<file path="src/rtl/fetch_pkg.sv">
// Shared types for the instruction fetch queue: widths, fetch FSM states, queue entry.
package fetch_pkg;

  localparam int XLEN    = 64;
  localparam int INSTR_W = 32;

  typedef enum logic [1:0] {
    ST_IDLE,
    ST_WAIT,
    ST_DROP
  } fetch_state_e;

  typedef struct packed {
    logic [XLEN-1:0]    pc;
    logic [INSTR_W-1:0] instruction;
  } fetch_entry_t;

  function automatic logic [XLEN-1:0] word_align(input logic [XLEN-1:0] addr);
    return {addr[XLEN-1:2], 2'b00};
  endfunction

endpackage

</file>
<file path="src/rtl/fetch_fifo.sv">
// DEPTH-entry synchronous FIFO of {pc, instruction} entries with clear.
module fetch_fifo
  import fetch_pkg::*;
#(
  parameter int DEPTH = 4
) (
  input  logic                         clk_i,
  input  logic                         rst_i,
  input  logic                         clear_i,
  input  logic                         push_i,
  input  fetch_entry_t                 push_data_i,
  input  logic                         pop_i,
  output fetch_entry_t                 head_o,
  output logic [$clog2(DEPTH+1)-1:0]   count_o,
  output logic                         empty_o
);

  localparam int PTR_W = $clog2(DEPTH);
  localparam int CNT_W = $clog2(DEPTH+1);

  logic [PTR_W-1:0] wptr_q, rptr_q;
  logic [CNT_W-1:0] count_q;
  logic             full;
  fetch_entry_t     mem_q [DEPTH];

  assign full    = (count_q == CNT_W'(DEPTH));
  assign empty_o = (count_q == '0);
  assign count_o = count_q;
  assign head_o  = mem_q[rptr_q];

  // Pointers wrap naturally because DEPTH is a power of two
  always_ff @(posedge clk_i) begin
    if (rst_i || clear_i) begin
      wptr_q  <= '0;
      rptr_q  <= '0;
      count_q <= '0;
    end else begin
      if (push_i) wptr_q <= wptr_q + PTR_W'(1);
      if (pop_i)  rptr_q <= rptr_q + PTR_W'(1);
      if (push_i && !pop_i)      count_q <= count_q + CNT_W'(1);
      else if (!push_i && pop_i) count_q <= count_q - CNT_W'(1);
    end
  end

  always_ff @(posedge clk_i) begin
    if (push_i && !clear_i) mem_q[wptr_q] <= push_data_i;
  end

  always_ff @(posedge clk_i) begin
    if (!rst_i && !clear_i) begin
      assert (!(push_i && full && !pop_i));
    end
  end

endmodule

</file>
<file path="src/rtl/instr_fetch_queue.sv">
// Fetch engine with one outstanding imem request and a credit-gated fetch queue.
// Define FETCHQ_BYPASS_EN to forward a response straight to the output when the queue is empty.
module instr_fetch_queue
  import fetch_pkg::*;
#(
  parameter int              DEPTH    = 4,
  parameter logic [XLEN-1:0] RESET_PC = 64'h0
) (
  input  logic                       clk,
  input  logic                       reset,
  output logic                       imem_req,
  output logic [XLEN-1:0]            imem_addr,
  input  logic                       imem_gnt,
  input  logic                       imem_rvalid,
  input  logic [INSTR_W-1:0]         imem_rdata,
  output logic                       out_valid,
  input  logic                       out_ready,
  output logic [XLEN-1:0]            out_pc,
  output logic [INSTR_W-1:0]         out_instruction,
  input  logic                       redirect_valid,
  input  logic [XLEN-1:0]            redirect_pc,
  output logic [$clog2(DEPTH+1)-1:0] count
);

  localparam int CNT_W = $clog2(DEPTH+1);

  fetch_state_e    state_q, state_d;
  logic [XLEN-1:0] fetch_pc_q, fetch_pc_d;
  logic [XLEN-1:0] tag_pc_q, tag_pc_d;

  fetch_entry_t    push_entry, fifo_head;
  logic [CNT_W-1:0] fifo_count, count_after_pop;
  logic            fifo_empty, fifo_push, fifo_pop;
  logic            rsp_keep, bypass, head_valid;

  assign push_entry = '{pc: tag_pc_q, instruction: imem_rdata};

  fetch_fifo #(.DEPTH(DEPTH)) u_fifo (
    .clk_i       (clk),
    .rst_i       (reset),
    .clear_i     (redirect_valid),
    .push_i      (fifo_push),
    .push_data_i (push_entry),
    .pop_i       (fifo_pop),
    .head_o      (fifo_head),
    .count_o     (fifo_count),
    .empty_o     (fifo_empty)
  );

  assign rsp_keep = (state_q == ST_WAIT) && imem_rvalid && !redirect_valid;

`ifdef FETCHQ_BYPASS_EN
  assign bypass = rsp_keep && fifo_empty && out_ready && !reset;
`else
  assign bypass = 1'b0;
`endif

  assign fifo_push  = rsp_keep && !bypass;
  assign head_valid = !fifo_empty && !redirect_valid && !reset;
  assign fifo_pop   = head_valid && out_ready;

  assign out_valid       = head_valid || bypass;
  assign out_pc          = bypass ? tag_pc_q   : fifo_head.pc;
  assign out_instruction = bypass ? imem_rdata : fifo_head.instruction;
  assign count           = fifo_count;

  // A request needs a free slot for its response, counting a pop in this cycle
  assign count_after_pop = fifo_count - CNT_W'(fifo_pop);
  assign imem_req  = !reset && (state_q == ST_IDLE) && !redirect_valid &&
                     (count_after_pop < CNT_W'(DEPTH));
  assign imem_addr = fetch_pc_q;

  always_comb begin
    state_d    = state_q;
    fetch_pc_d = fetch_pc_q;
    tag_pc_d   = tag_pc_q;
    case (state_q)
      ST_IDLE: begin
        if (imem_req && imem_gnt) begin
          state_d    = ST_WAIT;
          tag_pc_d   = fetch_pc_q;
          fetch_pc_d = fetch_pc_q + 64'd4;
        end
      end
      ST_WAIT: begin
        if (imem_rvalid)         state_d = ST_IDLE;
        else if (redirect_valid) state_d = ST_DROP;
      end
      ST_DROP: begin
        if (imem_rvalid) state_d = ST_IDLE;
      end
      default: state_d = ST_IDLE;
    endcase
    if (redirect_valid) fetch_pc_d = word_align(redirect_pc);
  end

  always_ff @(posedge clk) begin
    if (reset) begin
      state_q    <= ST_IDLE;
      fetch_pc_q <= word_align(RESET_PC);
    end else begin
      state_q    <= state_d;
      fetch_pc_q <= fetch_pc_d;
    end
  end

  always_ff @(posedge clk) begin
    tag_pc_q <= tag_pc_d;
  end

endmodule

</file>
<file path="config.mk">
export PLATFORM = sky130hd
export DESIGN_NAME = instr_fetch_queue
export DESIGN_NICKNAME = d
export VERILOG_FILES = /design/src/rtl/fetch_pkg.sv /design/src/rtl/fetch_fifo.sv /design/src/rtl/instr_fetch_queue.sv
export SDC_FILE = /design/constraint.sdc
export NUM_CORES = 1
export LEC_CHECK = 0
export ABC_AREA = 1
export CORE_MARGIN = 5
export CORE_UTILIZATION = 52
export DETAILED_ROUTE_END_ITERATION = 16
export HOLD_SLACK_MARGIN = 0.1
export PLACE_DENSITY = 0.76
export SLEW_MARGIN = 40
export SYNTH_ARGS = -nofsm -noshare
export SYNTH_HDL_FRONTEND = slang
export SYNTH_SLANG_ARGS = --single-unit
</file>
<file path="constraint.sdc">
create_clock -name clk -period 14.4 [get_ports clk]
set_input_delay 3.6 -clock clk [delete_from_list [all_inputs] [get_ports clk]]
set_output_delay 3.6 -clock clk [all_outputs]
set_load 0.005 [all_outputs]
</file>
Word level (Yosys, flattened, before mapping)

Memories as Yosys holds them, arrays and structs flattened. A register that Yosys moved wholly into a read port is not among the register bits.
Cells that the tools add are included.

$add $sub $neg: 6
Order comparisons: 1
Equality and inequality tests: 5
Mux-type cells: 14
Reductions and logical operators: 27

Operators with widths:

| kind                                                   | number |
|---|---|
| 2-to-1 mux 64 bit                                      | 3 |
| adder 64 x 3 -> 64 bit (second input constant)         | 1 |
| logical AND 1 bit                                      | 12 |
| 2-to-1 mux 2 bit                                       | 6 |
| 2-to-1 mux 3 bit                                       | 2 |
| one-hot mux 2 bit (3 select lines)                     | 1 |
| nonzero test 2 bit                                     | 3 |
| zero test 1 bit                                        | 5 |
| adder 2 x 1 -> 2 bit (second input constant)           | 2 |
| AND reduction 2 bit                                    | 2 |
| adder 3 x 1 -> 3 bit (second input constant)           | 1 |
| zero test 3 bit                                        | 1 |
| less-than comparator 3 bit (second input constant)     | 1 |
| inequality test 3 bit (second input constant)          | 1 |
| AND reduction 3 bit                                    | 1 |
| subtractor 3 x 1 -> 3 bit                              | 1 |
| subtractor 3 x 1 -> 3 bit (second input constant)      | 1 |
| equality test 2 x 1 -> 1 bit (second input constant)   | 1 |
| equality test 2 bit (second input constant)            | 1 |
| zero test 2 bit                                        | 1 |
| 2-to-1 mux 1 bit                                       | 2 |
| inequality test 2 x 1 -> 1 bit (second input constant) | 1 |
| inequality test 2 bit (second input constant)          | 1 |
| OR reduction 2 bit                                     | 1 |
| logical OR 1 bit                                       | 1 |

Flip-flop bits (word level): 137
RAM bits: 384
Input bits: 102
Output and inout bits: 165
Word-level logic and storage cells: 61
Memories kept: 1

Memories:

| memory       | depth | bits a word | rd ports | clocked after Yosys merged registers in | write ports | line             | source |
|---|---|---|---|---|---|---|---|
| u_fifo.mem_q | 4     | 96          | 1        | 1                                       | 1           | fetch_fifo.sv:24 | `fetch_entry_t mem_q [DEPTH];` |

Logic depth before layout (Yosys ltp)

Gate-level depths: netlist of run 1.

Word-level depth: 12
Gate-level depth with buffers: 12
Gate-level depth less buffers: 12

Modules after synthesis

A second synthesis of run 1 with hierarchy kept.

Cell total of the unflattened synthesis: 2089
Area total of the unflattened synthesis: 22158.8 um2

By module, submodules not included:

| module            | instances | cells each | area an instance (um2) | sequential area each (um2) |
|---|---|---|---|---|
| fetch_fifo        | 1         | 987        | 14726.6                | 11711.2 |
| instr_fetch_queue | 1         | 1102       | 7432.1                 | 3143.0 |

Worst setup path after synthesis of run 1

OpenSTA, ideal clock, no wires.

Kind: input to register
From: in imem_rvalid
To: mem u_fifo.mem_q[0][0] (netlist name), enable pin
Library setup time: 0.547 ns
Data arrival time: 7.989 ns
Data required time: 13.853 ns
Path slack: 5.864 ns
Stages on the path: 6
Path buffers: 0
Cells stage by stage: inv_1 nor3_1 inv_1 nor2_1 inv_1 nor2_1

Longest elaborated chain between the ends: 5

RTL lines:

| item                                   | line                    | source |
|---|---|---|
| from (decl)                            | instr_fetch_queue.sv:14 | `input logic imem_rvalid,` |
| logical AND 1 bit (2 in series)        | instr_fetch_queue.sv:50 | `assign rsp_keep = (state_q == ST_WAIT) && imem_rvalid && !redirect_valid;` |
| net fifo_push                          | instr_fetch_queue.sv:33 | `logic fifo_empty, fifo_push, fifo_pop;` |
| logical AND 1 bit                      | fetch_fifo.sv:46        | `if (push_i && !clear_i) mem_q[wptr_q] <= push_data_i;` |
| 2-to-1 mux 1 bit                       | fetch_fifo.sv:46        |  |
| 2-to-1 mux 1 bit (implied by the code) | fetch_fifo.sv:46        |  |
| to (decl)                              | fetch_fifo.sv:24        |  |

The timed path passes the listed nets, and every way through them passes these cells.

Worst setup path in the final report of run 1

From: in reset
To: out imem_req

Longest elaborated chain between the ends: 6
Elaborated cells on any way between the ends: 8
Those cells by class: add/sub (1); order compare (1); reduce/logical (6)

RTL lines:

| item                       | line                    | source |
|---|---|---|
| from (decl)                | instr_fetch_queue.sv:10 | `input logic reset,` |
| zero test 1 bit *          | n/a                     |  |
| logical AND 1 bit          | instr_fetch_queue.sv:59 | `assign head_valid = !fifo_empty && !redirect_valid && !reset;` |
| logical AND 1 bit          | instr_fetch_queue.sv:60 | `assign fifo_pop = head_valid && out_ready;` |
| subtractor 3 x 1 -> 3 bit  | instr_fetch_queue.sv:68 | `assign count_after_pop = fifo_count - CNT_W'(fifo_pop);` |
| less-than comparator 3 bit | instr_fetch_queue.sv:70 | `(count_after_pop < CNT_W'(DEPTH));` |
| logical AND 1 bit *        | instr_fetch_queue.sv:69 | `assign imem_req = !reset && (state_q == ST_IDLE) && !redirect_valid &&` |
| to (decl)                  | instr_fetch_queue.sv:11 | `output logic imem_req,` |

Every way passes the cells marked *; elsewhere a longest branch is shown, timed or not.

==> results of run 1 <==
-- Yosys cell counts (all sizes together) (5+ instances only) --
cell / instances
a21oi: 44
a31oi: 7
buf: 31
clkbuf: 61
dfxtp: 73
edfxtp: 438
ha: 6
inv: 112
nand2: 371
nand3: 83
nand4: 19
nor2: 355
nor3: 5
o21ai: 218
o22ai: 94
xnor2: 6
xor2: 11
-- sequential cells by signal, summed over array words and instances (netlist names), named ones only --
register,flops
u_fifo.wptr_q,2
tag_pc_q,62
u_fifo.count_o,3
u_fifo.mem_q,376
imem_addr,62
state_q,2
u_fifo.rptr_q,2
-- tightest hold or removal path: cells and delay by family, from the launching register on --
family	cells	cell delay, ns
flops	1	0.30
compound gates	1	0.07
buf+inv	1	0.05
-- logic make-up after synthesis --
| family | after synthesis |
|---|---|
| flip-flops | 511 |
| buffers and inverters | 206 |
| AND/OR/NAND/NOR | 837 |
| XOR/XNOR | 17 |
| other | 1 |
| AO/OA/AOI/OAI | 372 |
| adder cells (fa/ha/maj) | 7 |
-- stage by stage --
stage / util / hold WS (ns)
global placement: 0.597 / 0.447
floorplan: - / 0.436
detailed placement: 0.598 / 0.450
finish: 0.641 / 0.461
global route: 0.641 / 0.494
CTS: 0.641 / 0.463
-- per-layer routing --
layer	wire (um)	up-vias	part of all wire	GRT usage
met1	23100	7515	0.41	0.330
li1	-	7269	-	-
met2	26900	601	0.48	0.396
met4	1610	2	0.029	0.0813
met5	13	-	0.00023	0
met3	4320	102	0.077	0.0485
-- worst paths after layout --
path	to	slack [ns]	start
worst max-delay path	imem_req	5.34	reset
worst min-delay path	flip-flop	0.46	u_fifo.rptr_q[1]
worst max register to register	imem_addr[44]	11.50	u_fifo.count_o[0]
worst min register to register	flip-flop	0.46	u_fifo.rptr_q[1]
-- final cells by class --
type | count | area (sq um) | area share
sequential | 511 | 14600 | 0.562
multi-input combinational | 1237 | 5780 | 0.222
timing repair buffer | 277 | 2780 | 0.107
clock buffer | 64 | 1410 | 0.0541
tap | 532 | 666 | 0.0256
inverter | 114 | 435 | 0.0167
clock inverter | 29 | 310 | 0.0119
antenna | 3 | 7.51 | 0.000289
-- power groups by stage --
stage	clock network [mW]	registers [mW]	logic, mW
3_3_place_gp	0	1.69	0.118
5_1_grt	1.43	1.66	0.132
2_1_floorplan	0	1.67	0.0498
6_report	1.34	1.66	0.122
3_5_place_dp	0	1.69	0.121
4_1_cts	1.37	1.66	0.122
==> summary.txt, run 1 <==
Finish
  – Final cell count without fillers: 2767
  – Layout cells sized above 1: 0.0654
  – Syn-to-layout area delta: 22.8%
  – Finished Cell Area: 0.0260 sq mm
  – Layout Nets: 2301
  – Fillcell total: 3097
  – Most common cell after layout, fill and taps aside: edfxtp_1
  – Most frequent cells in the layout: edfxtp_1 (438), nand2_1 (360), nor2_1 (334)

Critical path
  – Worst path bufs/invs: 5
  – Critical path class: in2out
  – CP Cell Sequence: clkdlybuf4s50_1 > buf_4 > nor2_4 > inv_2 > nor3_4 > nand2_1 > inv_1 > clkdlybuf4s50_1
  – Critical Path Stages: 8
  – CP delay by family, top: buffers and inverters
  – CP max-delay cell: clkdlybuf4s50_1
  – Crit start category: input pin
  – Top cell by count, worst path: clkdlybuf4s50_1
  – Worst setup EP type: primary output
  – Crit path DAT: 5.46 ns
  – CP Max Fanout: 47
  – Crit-path max cell delay: 0.49 ns
  – Cell count of the worst reg-to-reg path: 10
  – Crit path required time: 10.80 ns

Logic synthesis
  – Simple-gate share of the synthesized area: 0.164
  – Netlist cell types: 39
  – Area contributors post-synth: edfxtp_1 (62%), dfxtp_1 (6.9%), nand2_1 (6.4%)
  – EDFF count, synth: 438
  – Syn Std Cell Area: 0.0212 sq mm
  – Synth Area in Compound Gates: 0.0952
  – Mean Syn Cell Area: 10.9 sq um
  – Synth Flop Type: edfxtp_1
  – Mapped Cells: 1951
  – Seq/Total Area, Yosys: 0.690
  – Synth warn: 0
  – Main combinational cell family by area after synthesis: simple AND/OR/NAND/NOR gates
  – XOR/XNOR Fraction of Synth Area: 0.00703
  – Post-synth ARST share: 0
  – Synth Register Bits: 511
  – Synth top area share: 0.621
  – Post-synthesis mux area share: 0
  – Adder-Cell Fraction of Synth Area: 0.00449
  – Dominant cell type by area after synthesis: edfxtp_1

Place
  – Placed insts: 2671
  – Post-DP HPWL: 35900 um
  – Placer Congestion: 0.942
  – Cell area after placement: 0.0243 sq mm
  – Place WS: 5.34 ns
  – Port Buffers: 260

Power and ir drop
  – Seq pwr share: 0.531
  – P_int: 2.48 mW
  – Combinational Power Share: 0.039
  – PwrDens: 120 mW/mm^2
  – Leak Pwr: 8.89 nW
  – Sw Ratio: 0.204
  – P_sw: 638 uW
  – Clk network pwr share: 0.430
  – VDD IR max: 0.0841 mV
  – Total Power: 3.12 mW

STA
  – Final worst-path cycle share: 0.629
  – Worst Tran Pin Value: 0.809 ns
  – RSZ-0062 raised after global routing: no
  – F_max: 110 MHz
  – Max Slew Vio Count: 0
  – Finish-stage setup viols: 0
  – PnR worst setup slack: 5.34 ns
  – Setup TNS: 0 ns
  – Clk_skew: 0.0254 ns
  – Slew headroom: 0.461
  – Final Hold Vio Count: 0
  – Final min period: 9.06 ns

GRT
  – Total grt overflow: 0
  – First-pass GRT wire length: 84100 um
  – Antenna violations before repair: 4
  – Global Route Usage Sum: 0.243
  – Largest net degree at the start of global routing: 101
  – Vias in the first global route: 15000

Detailed routing
  – Residual DRC: 0
  – Initial DRC Count: 1271
  – DR vias: 15500
  – DR pass1 iterations: 6
  – DR WL/cell: 20.2 um
  – Routed Antenna Nets: 0
  – Routed WL: 56000 um
  – DR vias/cell: 5.60

Clock network
  – Hold_buf cts: 0
  – Worst-skew pair later-pin latency: 0.59 ns
  – Clk sink count: 511
  – CTS tree: done
  – CTS clk-pin slew, worst paths: 0.06 ns
  – Setup bufs post-CTS: 0
  – Num CTS Buffers: 51
  – Max H-tree Level: 2
  – Cells resized by post-CTS repair: 0
  – CTS Root Cell: clkbuf_16
  – CTS Buffer Depth: 3

Floorplan
  – Chip height: 212 um
  – Full die area: 0.0449 sq mm
  – Starting density of the core: 0.522
  – Die width: 212 um
  – Core box area: 0.0406 sq mm
  – Standard-cell row count: 74
  – Top Ports: 267

Min path
  – Hold crit path type: reg2reg
  – Worst hold stages: 2

Run status
  – Status: completed

Run
  – Max-Cap Viols: 0
Note: power is estimated with default switching activity, not from simulation.
==> run 2, diff against run 1 <==
==> constraint.sdc (replaced) <==
create_clock -name clk -period 8.9 [get_ports clk]
set_input_delay 2.225 -clock clk [delete_from_list [all_inputs] [get_ports clk]]
set_output_delay 2.225 -clock clk [all_outputs]
set_load 0.005 [all_outputs]
==> run 2 against run 1 <==
Largest cell class unchanged. Non-clock buffer count fell by 3. Core utilization fell by 0.26 points. Routed wire length grew 0.61%. Critical endpoint unchanged. First-iteration DRC count decreased by 3.1%. Sequential share of layout area increased by 0.23 points. Worst setup slack lost 2.7 ns. Register-to-register slack worse by 5.5 ns. Clock power is 54% higher. Count of clock-buffer cells in the layout up 1. Highest routed layer is now met4. Total power grew 58%.
==> summary.txt, run 2 (synthesis gave the netlist of run 1 again) <==
Floorplan
  – Die width: 212 um
  – Top Ports: 267
  – Full die area: 0.0449 sq mm
  – Standard-cell row count: 74
  – Chip height: 212 um
  – Starting density of the core: 0.522
  – Core box area: 0.0406 sq mm

STA
  – Final min period: 6.29 ns
  – Final worst-path cycle share: 0.707
  – Max Slew Vio Count: 0
  – Setup TNS: 0 ns
  – F_max: 159 MHz
  – RSZ-0062 raised after global routing: no
  – Final Hold Vio Count: 0
  – Clk_skew: 0.0173 ns
  – Worst Tran Pin Value: 0.739 ns
  – Slew headroom: 0.504
  – Finish-stage setup viols: 0

Detailed routing
  – Residual DRC: 0
  – Routed WL: 56400 um
  – DR vias/cell: 5.60
  – Initial DRC Count: 1231
  – Routed Antenna Nets: 0
  – DR vias: 15500
  – DR pass1 iterations: 7
  – DR WL/cell: 20.4 um

Clock network
  – CTS Root Cell: clkbuf_16
  – Worst-skew pair later-pin latency: 0.58 ns
  – Num CTS Buffers: 50
  – Max H-tree Level: 2
  – CTS tree: done
  – Hold_buf cts: 0
  – Cells resized by post-CTS repair: 0
  – Clk sink count: 511
  – CTS Buffer Depth: 3
  – CTS clk-pin slew, worst paths: 0.06 ns
  – Setup bufs post-CTS: 0

Critical path
  – Crit path required time: 6.68 ns
  – CP max-delay cell: clkdlybuf4s50_1
  – Worst path bufs/invs: 5
  – Top cell by count, worst path: clkdlybuf4s50_1
  – Crit-path max cell delay: 0.49 ns
  – Crit start category: input pin
  – CP delay by family, top: buffers and inverters
  – Worst setup EP type: primary output
  – Crit path DAT: 4.07 ns
  – CP Max Fanout: 47
  – CP Cell Sequence: clkdlybuf4s50_1 > buf_4 > nor2_4 > inv_2 > nor3_4 > nand2_1 > inv_1 > clkdlybuf4s50_1
  – Critical path class: in2out

Power and ir drop
  – Total Power: 4.95 mW
  – PwrDens: 191 mW/mm^2
  – Leak Pwr: 8.83 nW
  – VDD IR max: 0.115 mV

Finish
  – Most frequent cells in the layout: edfxtp_1 (438), nand2_1 (360), nor2_1 (334)
  – Finished Cell Area: 0.0259 sq mm
  – Most common cell after layout, fill and taps aside: edfxtp_1
  – Layout cells sized above 1: 0.0619
  – Fillcell total: 3148
  – Syn-to-layout area delta: 22.3%
  – Layout Nets: 2297
  – Max reg flops: 376
  – Fin util: 0.639
  – Reg with most FFs: u_fifo.mem_q
  – Register Area: 0.0146 sq mm
  – Multi-input gate area: 0.00578 sq mm

GRT
  – Global Route Usage Sum: 0.246
  – Vias in the first global route: 15200
  – Antenna violations before repair: 2
  – Largest net degree at the start of global routing: 118
  – Total grt overflow: 0
  – First-pass GRT wire length: 85300 um

Run
  – Max-Cap Viols: 0

Place
  – Port Buffers: 260
  – Placer Congestion: 0.983
  – Cell area after placement: 0.0242 sq mm
  – Post-DP HPWL: 35800 um

Min path
  – Hold crit path type: reg2reg

Run status
  – Status: completed
## run 2: cell count changes in the layout (fill, tap and decap cells not counted), sizes merged
| cell | change |
|---|---|
| buf | -4 |
| diode | -1 |
| bufinv | -2 |
| clkinv | +1 |
| clkbuf | +2 |
## run 2: where the power goes
part | internal (mW) | switching, mW | leakage (nW)
sequential | 2.62 | 0.0578 | 4.55
clock | 1.20 | 0.870 | 0.797
combinational | 0.101 | 0.0963 | 3.48
total | 3.92 | 1.02 | 8.83
## run 2: through the flow
step / setup slack [ns] / std cells / hold slack [ns]
after CTS: 2.58 / 2760 / 0.473
after detailed placement: 2.59 / 2667 / 0.463
after global routing: 2.47 / 2763 / 0.513
final: 2.61 / 2763 / 0.473
after global placement: 2.60 / 2667 / 0.443
after floorplan: 1.74 / 1954 / 0.436
## run 2: final cells by class
type,count,share of cell area
sequential,511,0.565
inverter,114,0.0169
clock buffer,65,0.0525
timing repair buffer,274,0.107
multi-input combinational,1237,0.223
tap,532,0.0257
antenna,2,0.000193
clock inverter,28,0.0102
## run 2: worst reg2reg max path, cell delays in order, from the launching register on
cell and delay [ns]:
dfxtp_1 0.42, inv_1 0.10, nor3_1 0.17, inv_1 0.09, nor2_1 0.16, inv_1 0.21, nor2_4 0.12, buf_4 0.27
buf_12 0.30, buf_4 0.64
## run 2: final timing paths
path	from	to	slack (ns)	cells past startpoint
hold / removal	u_fifo.rptr_q[0]	flip-flop	0.47	2
hold reg to reg	u_fifo.rptr_q[0]	flip-flop	0.47	2
setup / recovery	reset	imem_req	2.61	8
setup reg to reg	state_q[0]	u_fifo.mem_q[1][83]	6.04	9
## run 2: layer usage
layer  GRT usage  vias to the layer above  wire [um]
li1            -                     7272          -
met1       0.331                     7466      23200
met2       0.407                      617      27000
met3      0.0393                      121       4070
met4      0.0940                        0       2030
met5           0                        -          0
